### src/rtl/silife_scan_ext.sv
// silife_scan_ext: row scanner for a ROWS x COLS LED matrix.
// For each row it addresses the external cell memory via row_select, blanks
// the matrix for blank_cycles+1 clocks, then latches cells and lights that
// row for max(cycles,1) clocks. frame_done pulses for one clock after the
// last row's DISPLAY phase.
//
// Optional feature macro: SILIFE_SCAN_BRIGHTNESS_EN adds a brightness input
// that limits how many DISPLAY clocks the columns are lit.
//
// Ports:
//   clk          system clock, rising edge
//   reset        asynchronous active-low reset
//   enable       run scan; 0 = idle, outputs dark
//   invert       combinational XOR on rows/columns
//   cycles       DISPLAY dwell per row (0 treated as 1)
//   blank_cycles extra BLANK clocks per row
//   brightness   lit DISPLAY clocks (only with SILIFE_SCAN_BRIGHTNESS_EN)
//   cells        cell data for the addressed row
//   row_select   row address to the cell memory
//   rows         one-hot row drive (XOR invert)
//   columns      column drive (XOR invert)
//   frame_done   one-clock pulse at end of frame
module silife_scan_ext #(
  parameter int ROWS         = 8,
  parameter int COLS         = 8,
  parameter int ROW_BITS     = $clog2(ROWS),
  parameter int CYCLES_WIDTH = 16
) (
  input  logic                    clk,
  input  logic                    reset,
  input  logic                    enable,
  input  logic                    invert,
  input  logic [CYCLES_WIDTH-1:0] cycles,
  input  logic [CYCLES_WIDTH-1:0] blank_cycles,
`ifdef SILIFE_SCAN_BRIGHTNESS_EN
  input  logic [CYCLES_WIDTH-1:0] brightness,
`endif
  input  logic [COLS-1:0]         cells,
  output logic [ROW_BITS-1:0]     row_select,
  output logic [ROWS-1:0]         rows,
  output logic [COLS-1:0]         columns,
  output logic                    frame_done
);

  typedef enum logic [1:0] {IDLE, BLANK, DISPLAY} state_t;

  state_t                  state;
  state_t                  state_next;
  logic [CYCLES_WIDTH-1:0] counter;
  logic [ROWS-1:0]         row_raw;
  logic [COLS-1:0]         col_raw;
  logic                    phase_done;
  logic                    row_last;
  logic [CYCLES_WIDTH-1:0] display_len;
`ifdef SILIFE_SCAN_BRIGHTNESS_EN
  logic [CYCLES_WIDTH-1:0] bright_left;
`endif

  // Counter runs down to zero; zero marks the final clock of a phase.
  assign phase_done  = (counter == '0);
  assign row_last    = (row_select == ROW_BITS'(ROWS - 1));
  assign display_len = (cycles == '0) ? '0 : cycles - CYCLES_WIDTH'(1);

  // State register
  always_ff @(posedge clk or negedge reset) begin
    if (!reset) state <= IDLE;
    else        state <= state_next;
  end

  // Next-state logic
  always_comb begin
    state_next = state;
    if (!enable) begin
      state_next = IDLE;
    end else begin
      case (state)
        IDLE:    state_next = BLANK;
        BLANK:   if (phase_done) state_next = DISPLAY;
        DISPLAY: if (phase_done) state_next = BLANK;
        default: state_next = IDLE;
      endcase
    end
  end

  // Datapath: counter, row address, latched row/column data, frame pulse
  always_ff @(posedge clk or negedge reset) begin
    if (!reset) begin
      counter    <= '0;
      row_select <= '0;
      row_raw    <= '0;
      col_raw    <= '0;
      frame_done <= 1'b0;
`ifdef SILIFE_SCAN_BRIGHTNESS_EN
      bright_left <= '0;
`endif
    end else if (!enable) begin
      counter    <= '0;
      row_select <= '0;
      row_raw    <= '0;
      col_raw    <= '0;
      frame_done <= 1'b0;
`ifdef SILIFE_SCAN_BRIGHTNESS_EN
      bright_left <= '0;
`endif
    end else begin
      frame_done <= 1'b0;
      case (state)
        IDLE: begin
          counter    <= blank_cycles;
          row_select <= '0;
          row_raw    <= '0;
          col_raw    <= '0;
        end
        BLANK: begin
          if (phase_done) begin
            counter <= display_len;
            row_raw <= ROWS'(1) << row_select;
`ifdef SILIFE_SCAN_BRIGHTNESS_EN
            col_raw     <= (brightness == '0) ? '0 : cells;
            bright_left <= brightness;
`else
            col_raw <= cells;
`endif
          end else begin
            counter <= counter - CYCLES_WIDTH'(1);
          end
        end
        DISPLAY: begin
          if (phase_done) begin
            counter    <= blank_cycles;
            row_raw    <= '0;
            col_raw    <= '0;
            row_select <= row_last ? '0 : row_select + ROW_BITS'(1);
            frame_done <= row_last;
          end else begin
            counter <= counter - CYCLES_WIDTH'(1);
`ifdef SILIFE_SCAN_BRIGHTNESS_EN
            // bright_left counts lit clocks still owed, including the current one.
            if (bright_left <= CYCLES_WIDTH'(1)) col_raw <= '0;
            if (bright_left != '0) bright_left <= bright_left - CYCLES_WIDTH'(1);
`endif
          end
        end
        default: begin
          counter <= '0;
        end
      endcase
    end
  end

  // Output polarity
  always_comb begin
    rows    = row_raw ^ {ROWS{invert}};
    columns = col_raw ^ {COLS{invert}};
  end

endmodule

### config.mk
export PLATFORM = sky130hd
export DESIGN_NAME = silife_scan_ext
export DESIGN_NICKNAME = d
export VERILOG_FILES = /design/src/rtl/silife_scan_ext.sv
export SDC_FILE = /design/constraint.sdc
export NUM_CORES = 1
export LEC_CHECK = 0
export BUFFER_PORTS_ARGS = -buffer_cell sky130_fd_sc_hd__buf_2
export CORE_ASPECT_RATIO = 0.7
export CORE_MARGIN = 4
export CORE_UTILIZATION = 60
export CTS_CLUSTER_DIAMETER = 30
export CTS_CLUSTER_SIZE = 25
export DETAILED_ROUTE_END_ITERATION = 8
export GPL_TIMING_DRIVEN = 0
export HOLD_SLACK_MARGIN = 0.06
export PLACE_DENSITY = 0.87
export SLEW_MARGIN = 25
export SYNTH_ARGS = -nofsm -noshare
export SYNTH_HDL_FRONTEND = slang
export SYNTH_SLANG_ARGS = --single-unit
### constraint.sdc
create_clock -name clk -period 3 [get_ports clk]
set_input_delay 0.3 -clock clk [delete_from_list [all_inputs] [get_ports clk]]
set_output_delay 0.3 -clock clk [all_outputs]
set_load 0.02 [all_outputs]
Yosys cells after proc, flatten, opt, wreduce, memory -nomap -nowiden
Cells that the tools add are included.
{"block": "totals", "input_bits": 44, "register_bits": 38}
{"block": "classes", "n_mux": 23, "reduce_logical": 6, "shifts": 1, "addsub": 3, "bitwise_logic": 2, "eq_ne": 7}
{"cell": "$mux 16", "count": 4}
{"cell": "$pmux 16 s3", "count": 1}
{"cell": "$pmux 8 s3", "count": 2}
{"cell": "$mux 8", "count": 5}
{"cell": "$logic_not 16->1", "count": 2}
{"cell": "$sub 16x1->16 const B", "count": 2}
{"cell": "$xor 8x8->8", "count": 2}
{"cell": "$mux 3", "count": 3}
{"cell": "$shl 1x3->8 const A", "count": 1}
{"cell": "$mux 2", "count": 3}
{"cell": "$ne 3x3->1 const B", "count": 2}
{"cell": "$pmux 2 s3", "count": 1}
{"cell": "$pmux 3 s2", "count": 1}
{"cell": "$ne 4x1->1 const B", "count": 1}
{"cell": "$reduce_and 2->1", "count": 2}
{"cell": "$add 3x1->3 const B", "count": 1}
{"cell": "$eq 3x3->1 const B", "count": 1}
{"cell": "$mux 1", "count": 3}
{"cell": "$ne 3x1->1 const B", "count": 1}
{"cell": "$reduce_and 3->1", "count": 1}
{"cell": "$eq 2x1->1 const B", "count": 1}
{"cell": "$eq 2x2->1 const B", "count": 1}
{"cell": "$logic_not 2->1", "count": 1}

Depth between registers and ports, before layout
Gate-level depths: netlist of run 1.
{"block": "depth", "depth_word": 5, "depth_mapped": 8}

Worst setup path before layout of run 1
Ideal clock, no wire load.
{"block": "synth_timing", "kind": "flip-flop to flip-flop", "start": "register counter[6]", "end": "register row_raw[4]", "setup_ns": 0.125, "period_less_slack_ns": 2.012, "t_arrival_ns": 1.887, "stages_incl_launch_ff": 6, "n_path_buf": 0, "path_slack_ns": 0.988, "cell_sequence": "dfrtp_1 nor4_4 and4_4 nor2_4 o21ai_4 mux2_2"}
{"block": "synth_via", "elab_chain_len": 3, "elab_cells_between_ends": 4, "classes_between": "2 x eq/ne; 2 x reduce/logical"}
{"item": "from (decl)", "line": "49", "rtl": "logic [CYCLES_WIDTH-1:0] counter;"}
{"item": "from (signal assigned)", "line": "109", "rtl": "counter <= blank_cycles;"}
{"item": "from (signal assigned)", "line": "116", "rtl": "counter <= display_len;"}
{"item": "from (signal assigned)", "line": "125", "rtl": "counter <= counter - CYCLES_WIDTH'(1);"}
{"item": "$logic_not 16->1 *", "line": "60", "rtl": "assign phase_done = (counter == '0);"}
{"item": "$ne 3x3->1 (no line)"}
{"item": "$reduce_and 3->1 (no line) *"}
{"item": "to (signal assigned)", "line": "117", "rtl": "row_raw <= ROWS'(1) << row_select;"}
{"item": "to (decl)", "line": "50", "rtl": "logic [ROWS-1:0] row_raw;"}
Every way passes the cells marked *; elsewhere a longest branch is shown, timed or not.
A chain may end at the register's enable or synchronous reset.

Worst setup path in the final report of run 1
{"block": "layout_timing", "start": "register counter[10]", "end": "register col_raw[5]"}
{"block": "layout_via", "elab_chain_len": 3, "elab_cells_between_ends": 4, "classes_between": "2 x eq/ne; 2 x reduce/logical"}
{"item": "$logic_not 16->1 *", "line": "60"}
{"item": "$ne 3x3->1 (no line)"}
{"item": "$reduce_and 3->1 (no line) *"}
{"item": "to (signal assigned)", "line": "122", "rtl": "col_raw <= cells;"}
{"item": "to (decl)", "line": "51", "rtl": "logic [COLS-1:0] col_raw;"}
Marked as above.

==> run summary, run 1 <==
The cell area that synthesis handed to floorplanning was 2980 um^2. For this design the ratio of total power to cell area is 454 nW/um^2. The number of nets produced by synthesis came out at 402. Cell internal power was estimated by the tool at between 1000 and 1500 uW. The hold violation total from the final report came out at 0. The flow ran to the end, and the final reports show no timing, DRC or antenna violations.

Data arrives at the worst endpoint at 2.73 ns. The switching power came out at ~520 uW. For this run, design rule violations remaining after detail routing come to 0. TritonCTS built the clock tree. The number of port buffers came out at 62. The relative slew slack is 33.5%.

The repair_antennas step left the layout with diodes totalling 0. The detailed-route wire length on metal 1 came out at 3550 um. The smallest clock period supported by the final layout is computed as 2.52 ns. The worst hold path belongs to the class input port to asynchronous set/reset pin. The number of register bits inferred by synthesis came out at 38. The proportion of power drawn by flip-flops and latches came out at 36.9%. The most frequently used flop master after synthesis is sky130_fd_sc_hd__dfrtp_1. The total power is 1600 uW. The mean instance size in the synthesized netlist came out at 8.54 um^2. The final clock skew came out at 0.00508 ns. The number of DRC markers after the initial detailed-route iteration is about 370. In this run, distinct cell masters in the synthesized netlist total 60.

The clock latency on the worst-skew pair is a little under 0.3 ns. The area of combinational cells with multiple inputs came out at approximately 1900 um^2. The setup-violating endpoint count in the final report is 0.

The class of the most critical setup path is flop to flop. The wire length of the first global-routing pass is 14,000 um. The die is 67.0 um tall.

The met2 wire length came out at around 3800 um. The total of warnings raised by yosys is 0. The fraction of the yosys area taken by sequential cells came out at roughly a third.

For the worst setup path, the data required time is 3.21 ns. The transition time at the pin with the least slew margin came out at 0.995 ns. The via-per-instance ratio is about 6.3. The clock edge transition at the registers on the reported setup and hold paths is 0.08 ns. Synthesis handed over a netlist of approximately 350 instances. The number of max-capacitance violations reported came out at 0. The type of destination of the critical path is a flop. After routing, the total negative slack on setup checks comes to 0 ns.

The signal on the critical path passes through nor4_2 > and4_4 > nor2_4 > o21ai_4 > buf_8 > mux2i_1. The number of antenna violations at the first check in global routing was 0. The top-area cell type share of the netlist area is between 30% and 40%. The number of gates resized after cts is 0. Ranked by total cell area, the synthesized netlist is headed by sky130_fd_sc_hd__dfrtp_1 32%, sky130_fd_sc_hd__xor2_1 6.2%, sky130_fd_sc_hd__mux2i_1 5.4%, sky130_fd_sc_hd__nand2_1 5.2%, sky130_fd_sc_hd__ha_1 3.8%. The leakage power summed over all cells is about 0.0016 uW. In this run the standard cell core region covers between 4000 and 5000 um^2. Cells fill 73.6% of the core in the end. By instance count, the leading cell after synthesis is sky130_fd_sc_hd__nand2_1.

The power share of the clock group came out at 34.0%. The share of final-layout standard cells stronger than drive strength 1 came out at 21.2%. The critical path's slowest cell is sky130_fd_sc_hd__nor4_2. The total buffers and inverters traversed by the critical path is 1. The number of sinks driven by the clock tree came out at 38. The count of nets after finishing is ~470. The die area is slightly above 6000 um^2.

The number of core rows is 21. Of all nets on the critical path, the largest fanout is 10. In this run the remaining antenna-violating nets after routing total 0. Relative to the synthesized area, the layout overhead comes to 18.1%.

The dominant cell type by area after synthesis is sky130_fd_sc_hd__dfrtp_1. The routed length per placed instance is 18.2 um. The wire length on met3 is 1230 um.

The maximum clock frequency came out at approximately 0.40 GHz. The filler cell count in the final layout is around 370. The number of global-route vias before repair came to 2,818. The max-slew violation count came out at 0.

The routed layout has 3,089 vias. The commonest cells after synthesis are 41 x sky130_fd_sc_hd__nand2_1, 38 x sky130_fd_sc_hd__dfrtp_1, 23 x sky130_fd_sc_hd__inv_1. The estimated wirelength of the detail-placed design came out at 6530 um. The worst setup path is launched from a flop. The overall overflow remaining after global route came out at 0. The placement-stage worst setup slack is 0.470 ns. In this run, CTS created clock tree buffers numbering 5.

Grouping stages by cell kind, the critical path spends the most delay in simple AND/OR/NAND/NOR gates. Across all setup checks in the final design, the least slack found is 0.483 ns. The count of flip-flops with a built-in enable after synthesis came out at 0. The buffer cell driving the clock tree root is sky130_fd_sc_hd__clkbuf_8. In this run the number of H-tree levels came out at 2.

The top layer reached by signal wires is met4. The aggregate routed wire length is around 9000 um. The final weighted congestion in routability-driven placement came out at 0.987. The total track usage came out at 29.2%. Combinational cells account for 29.1% of the total power. The first-pass detailed-route iteration total is 8. The fraction of registers with async set/reset came out at 100%. The largest net degree at the start of global routing is 39. The delay of the slowest cell on the worst path came out at 0.69 ns.

The starting density of the core came out at 62.3%. VDD sags by at most 349 uV. The number of setup buffers added after CTS is 0. The area occupied by registers is 951 um^2. The count of boundary I/O pins came out at 64. The post-route fraction of the period consumed by the critical path is between 80% and 90%.

The maximum buffer depth of the clock tree came out at 2. Setup repair after global routing left no endpoint under its margin. Of the total power, the share spent switching nets is between 30% and 40%. From left edge to right edge, the die measures 92.2 um. The hold-fix buffer count after cts is 0.
## cells in the final DEF, fill, tap and decap left out, drive strengths merged, types with 6 or more instances in the layout
master and count:
ha 9, clkbuf 18, inv 23, or4 6
a21oi 19, nor2 22, buf 66, nor3 8
o21ai 21, dfrtp 38, xor2 21, mux2i 16
nor4 11, xnor2 9, nand2 41
## path summary, 6_finish.rpt
check | from | endpoint | slack (ns) | cells after the start
max | counter[10] | col_raw[5] | 0.48 | 6
min | reset | col_raw[7] | 0.11 | 1
max reg2reg | counter[10] | col_raw[5] | 0.48 | 6
min reg2reg | row_raw[5] | row_raw[5] | 0.54 | 1
max in group asynchronous | reset | row_select[0] | 2.35 | 1
min in group clk | cells[2] | col_raw[2] | 0.24 | 3
## cells by family after synthesis
kind of cell / count (synthesis) / share of synthesized area, %
adder cells (fa/ha/maj): 10 / 4.12
flip-flops: 38 / 31.9
AND/OR/NAND/NOR: 131 / 24.7
multiplexers: 19 / 6.51
buffers and inverters: 40 / 5.54
AO/OA/AOI/OAI: 81 / 18.4
XOR/XNOR: 30 / 8.82
## worst reg2reg max path: stages, from the launching register on
cell	delay [ns]
sky130_fd_sc_hd__dfrtp_1	0.42
sky130_fd_sc_hd__nor4_2	0.69
sky130_fd_sc_hd__and4_4	0.44
sky130_fd_sc_hd__nor2_4	0.09
sky130_fd_sc_hd__o21ai_4	0.36
sky130_fd_sc_hd__buf_8	0.21
sky130_fd_sc_hd__mux2i_1	0.21
## metrics by stage
step	hold slack [ns]	cell area, um^2	instances
detailed placement	0.451	3380	480
finish	0.114	3520	488
CTS	0.135	3520	488
floorplan	0.00441	2980	349
global placement	0.446	3380	480
global route	0.165	3520	488
## power groups by stage
stage / registers [uW] / logic (uW) / clock network (uW)
6_report: 590 / 465 / 544
5_1_grt: 594 / 501 / 572
4_1_cts: 588 / 451 / 545
3_5_place_dp: 597 / 444 / 0
3_3_place_gp: 595 / 432 / 0
2_1_floorplan: 588 / 302 / 0
## flip-flops by register name, indices dropped and copies added (netlist names)
name and count:
row_select 3, frame_done 1, counter 16, state 2
row_raw 8, col_raw 8
## area by class of cell
type / instances / share of cell area, %
clock inverters: 2 / 1.71
plain buffers: 16 / 2.13
well taps: 69 / 2.45
repair buffers: 62 / 8.82
flip-flops and latches: 38 / 27.0
multi-input cells: 271 / 53.0
inverters: 24 / 2.56
clock buffers: 6 / 2.35
## metal layers
| metal | global-route usage [%] | vias up |
|---|---|---|
| li1 | - | 1404 |
| met1 | 40.9 | 1402 |
| met2 | 42.9 | 243 |
| met3 | 8.92 | 40 |
| met4 | 9.81 | 0 |
| met5 | 0 | - |
(Power assumes the default switching activity.)
==> run 2: changes to the inputs <==
--- a/config.mk
+++ b/config.mk
@@ -5,16 +5,17 @@
 export SDC_FILE = /design/constraint.sdc
 export NUM_CORES = 1
 export LEC_CHECK = 0
+export ABC_AREA = 1
 export BUFFER_PORTS_ARGS = -buffer_cell sky130_fd_sc_hd__buf_2
 export CORE_ASPECT_RATIO = 0.7
 export CORE_MARGIN = 4
-export CORE_UTILIZATION = 60
+export CORE_UTILIZATION = 50
 export CTS_CLUSTER_DIAMETER = 30
 export CTS_CLUSTER_SIZE = 25
 export DETAILED_ROUTE_END_ITERATION = 8
 export GPL_TIMING_DRIVEN = 0
 export HOLD_SLACK_MARGIN = 0.06
-export PLACE_DENSITY = 0.87
+export PLACE_DENSITY = 0.77
 export SLEW_MARGIN = 25
 export SYNTH_ARGS = -nofsm -noshare
 export SYNTH_HDL_FRONTEND = slang
==> constraint.sdc (replaced) <==
create_clock -name clk -period 2.1 [get_ports clk]
set_input_delay 0.21 -clock clk [delete_from_list [all_inputs] [get_ports clk]]
set_output_delay 0.21 -clock clk [all_outputs]
set_load 0.02 [all_outputs]
==> run summary, run 2 <==
After synthesis the netlist holds a flip-flop and latch count of 38. The transition time at the pin with the least slew margin is 0.886 ns. The switching share of power is a little over two fifths. The estimated wirelength of the detail-placed design is 6740 um. The worst setup path is launched from a flop.

The clock latency on the worst-skew pair is 0.30 ns. Power spread over the standard cell area amounts to 827 nW/um^2. The share of cell area taken by muxes after synthesis is 0%. The count of boundary I/O pins is 64. In this run, distinct cell masters in the synthesized netlist total 33. The top-area cell type share of the netlist area is 30.6%. The worst path uses 89.6% of the clock period. The run finished with clean final reports.

The number of sinks driven by the clock tree is 38. sky130_fd_sc_hd__nand2_1 is the most common cell in the netlist. The synthesized netlist devotes 9.44% of its cell area to compound gates. In this run, the number of DRC markers left after iteration 0 of detailed routing was 312. Global routing used 23.9% of the available tracks across all layers.

The met1 track utilization from global routing is 35.9%. The setup-violating endpoint count in the final report came out at 0. Of all cell types, the one taking the most synthesized area is sky130_fd_sc_hd__dfrtp_1. Summed over all failing endpoints, the final setup total negative slack is 0 ns. The mean instance size in the synthesized netlist came out at 6.62 um^2. The remaining design rule violation count is 0. The worst vdd rail ir drop is about 300 uV.

Yosys printed 0 warnings. The final weighted congestion in routability-driven placement is 0.883. The fraction of registers with async set/reset is 100%. The relative slew slack came out at between 40% and 50%. The power share of the clock group came out at 25.3%. The antenna diode instance count came out at 0. The cell sitting at the root of the clock tree is a sky130_fd_sc_hd__clkbuf_8. The remaining antenna violation count came out at 0. The switching power came out at roughly 1300 uW. Measured in cells, the most critical reg-to-reg path has a length of 11. The peak fanout along the critical path came out at 10. The largest net degree at the start of global routing came out at 39. The count of vias placed by the detailed router is 3,289. After synthesis, the cell types taking the most area are sky130_fd_sc_hd__dfrtp_1 31%, sky130_fd_sc_hd__nand2_1 17%, sky130_fd_sc_hd__nand3_1 11%, sky130_fd_sc_hd__xor2_1 6.2%, sky130_fd_sc_hd__nor2_1 6.0%. The count of flip-flops with a built-in enable after synthesis is 0. The number of core rows came out at 23. In the layout the commonest cells are 139 x sky130_fd_sc_hd__nand2_1, 70 x sky130_fd_sc_hd__nand3_1, 65 x sky130_fd_sc_hd__buf_2, 50 x sky130_fd_sc_hd__nor2_1, 45 x sky130_fd_sc_hd__inv_1.

After Yosys synthesis, full adders, half adders and majority gates account for ~3.6% of the synthesized area. By area, the combinational part of the netlist is dominated by simple AND/OR/NAND/NOR gates. In the final layout, the registers with the most flip-flops are counter x16, col_raw x8, row_raw x8. The final clock skew is 0.00698 ns. The final critical delay including setup and external delays is approximately 1.9 ns. The proportion of power drawn by flip-flops and latches is 30.5%.

The starting density of the core came out at 52.9%. In the global route stage, met2 resource usage came out at between 30% and 40%. The clock edge transition at the registers on the reported setup and hold paths is ~0.08 ns.

The instance count of the mapped netlist came out at 469. The worst setup path is captured at a flop. The number of nets produced by synthesis came out at 522. The register containing the most flip-flops in the final layout is counter.

The share of final-layout standard cells stronger than drive strength 1 is 20.0%. The TritonCTS clock tree is built. The hold violation total from the final report came to 0. The register with the most flip-flops in the layout has 16 of them. The critical path in this run is classified as flop to flop.

In the synthesized netlist the dominant register cell turns out to be sky130_fd_sc_hd__dfrtp_1. The cell area after synthesis came out at 3100 um^2. The number of buffers created by CTS came out at 5.

The number of port buffers is 62. The arrival time of data at the critical path endpoint came out at 2.12 ns. Cells fill 62.1% of the core in the end. Summed over all layers, the global routing overflow is 0. From synthesis to final layout, the design area changed by 17.5%. The xor/xnor share of the synthesized area is 7.34%.

Dividing the detail-routed via count by the number of cells gives 5.36. The path class of the tightest hold or removal check is input port to asynchronous set/reset pin. By count the netlist is led by 139 x sky130_fd_sc_hd__nand2_1, 70 x sky130_fd_sc_hd__nand3_1, 50 x sky130_fd_sc_hd__nor2_1. The aggregate routed wire length is 8680 um. The placement-stage worst setup slack came out at 0.279 ns. The number of antenna violations at the first check in global routing came to 0. The routed length per placed instance is 14.1 um. The die outline height came out at 73.9 um.

In this run the most used layer during global routing was met2. Once routing completed, OpenROAD measured the worst setup slack at about 0.22 ns. The number of gates resized after cts is 0. The number of buffers inserted by post-CTS setup repair is 0.

Setup repair after global routing left no endpoint under its margin. Data on the critical path is required at its endpoint by 2.34 ns. The maximum buffer depth of the clock tree came out at 2. The layout has about 580 filler cells.

The hold-fix buffer count after cts came out at 0. The max-slew violation count is 0. The maximum clock frequency came out at 0.531 GHz. The number of max-capacitance violations reported came out at 0.

The library cell used most frequently in the layout, excluding fill and tap cells, is sky130_fd_sc_hd__nand2_1. The area of the placeable core came out at 5870 um^2. The die is between 100 and 150 um wide. The first global-routing pass estimated 14,200 um of wire.

The internal portion of the total power is approximately 1800 uW. At the end of the flow, the number of nets in the layout was 591. The global routing met3 resource utilization is under 10%.

The number of global-route vias before repair came to 3,008. The synthesized-area fraction occupied by and/or/nand/nor cells is about two fifths. The share of the Yosys chip area taken by registers is about 31%. The leakage power summed over all cells came out at 0.00193 uW. The number of levels the H-tree was split into is 2. The first-pass detailed-route iteration total is 5. The die area came out at 7550 um^2. The portion of total power attributed to combinational logic came out at 44.2%.
==> run 2: cell types whose count changed in the layout (fill, tap and decap cells not counted), sizes merged, moves of 11 or more <==
cell	change
a21oi	-13
clkbuf	-11
inv	+26
mux2i	-16
nand2	+102
nand3	+66
nor2	+37
nor4	-11
==> run 2: through the flow <==
| stage | hold WS [ns] | area (um^2) | total power (uW) | cells |
|---|---|---|---|---|
| after global routing | 0.100 | 3640 | 3230 | 614 |
| final | 0.0280 | 3640 | 3020 | 614 |
| after detailed placement | 0.397 | 3510 | 2230 | 606 |
| after floorplan | -0.0856 | 3100 | 1870 | 469 |
| after global placement | 0.376 | 3510 | 2190 | 606 |
| after CTS | 0.0667 | 3640 | 3010 | 614 |
==> run 2: cell type report <==
| cell class | count | area (um^2) | share of cell area (%) |
|---|---|---|---|
| Buffer | 12 | 86.3 | 2.37 |
| Timing Repair Buffer | 62 | 310 | 8.51 |
| Clock buffer | 5 | 68.8 | 1.89 |
| Clock inverter | 3 | 68.8 | 1.89 |
| Tap cell | 75 | 93.8 | 2.57 |
| Sequential cell | 38 | 951 | 26.1 |
| Multi-Input combinational cell | 368 | 1870 | 51.4 |
| Inverter | 51 | 193 | 5.29 |
==> run 2: critical path, stage by stage (launching register included) <==
cell and delay, ns:
sky130_fd_sc_hd__dfrtp_1 0.40, sky130_fd_sc_hd__inv_1 0.09, sky130_fd_sc_hd__ha_1 0.24, sky130_fd_sc_hd__nand2_1 0.07, sky130_fd_sc_hd__nor2_1 0.05, sky130_fd_sc_hd__nand2_2 0.19
sky130_fd_sc_hd__clkinv_1 0.26, sky130_fd_sc_hd__o21ai_0 0.20, sky130_fd_sc_hd__nand3_1 0.11, sky130_fd_sc_hd__nand3_1 0.08, sky130_fd_sc_hd__nand2_1 0.05, sky130_fd_sc_hd__inv_1 0.08
==> run 2: metal layers <==
layer	part of all wire (%)	vias to the layer above	wire [um]
li1	-	1639	-
met1	47	1508	4050
met2	44	136	3790
met3	8.9	6	774
met4	0.66	0	57
met5	0	-	0
==> run 2: final timing paths <==
path,from,end,slack (ns)
min in group clk,cells[3],col_raw[3],0.15
hold reg to reg,col_raw[3],col_raw[3],0.52
setup reg to reg,counter[0],counter[3],0.22
setup / recovery,counter[0],counter[3],0.22
max in group asynchronous,reset,row_select[2],1.52
hold / removal,reset,counter[10],0.03
==> run 2: power groups by stage <==
stage,clock network (uW),logic (uW),registers [uW]
2_1_floorplan,0,964,908
3_3_place_gp,0,1270,927
3_5_place_dp,0,1300,932
4_1_cts,781,1310,917
5_1_grt,804,1490,934
6_report,764,1330,919
==> run 2: cells by family (layout without fill, tap and decap cells) <==
family          count (synthesis)  after routing
compound gates                 48             48
xor+xnor                       26             26
buf+inv                        63            133
simple gates                  285            285
fa+ha+maj                       9              9
flops                          38             38
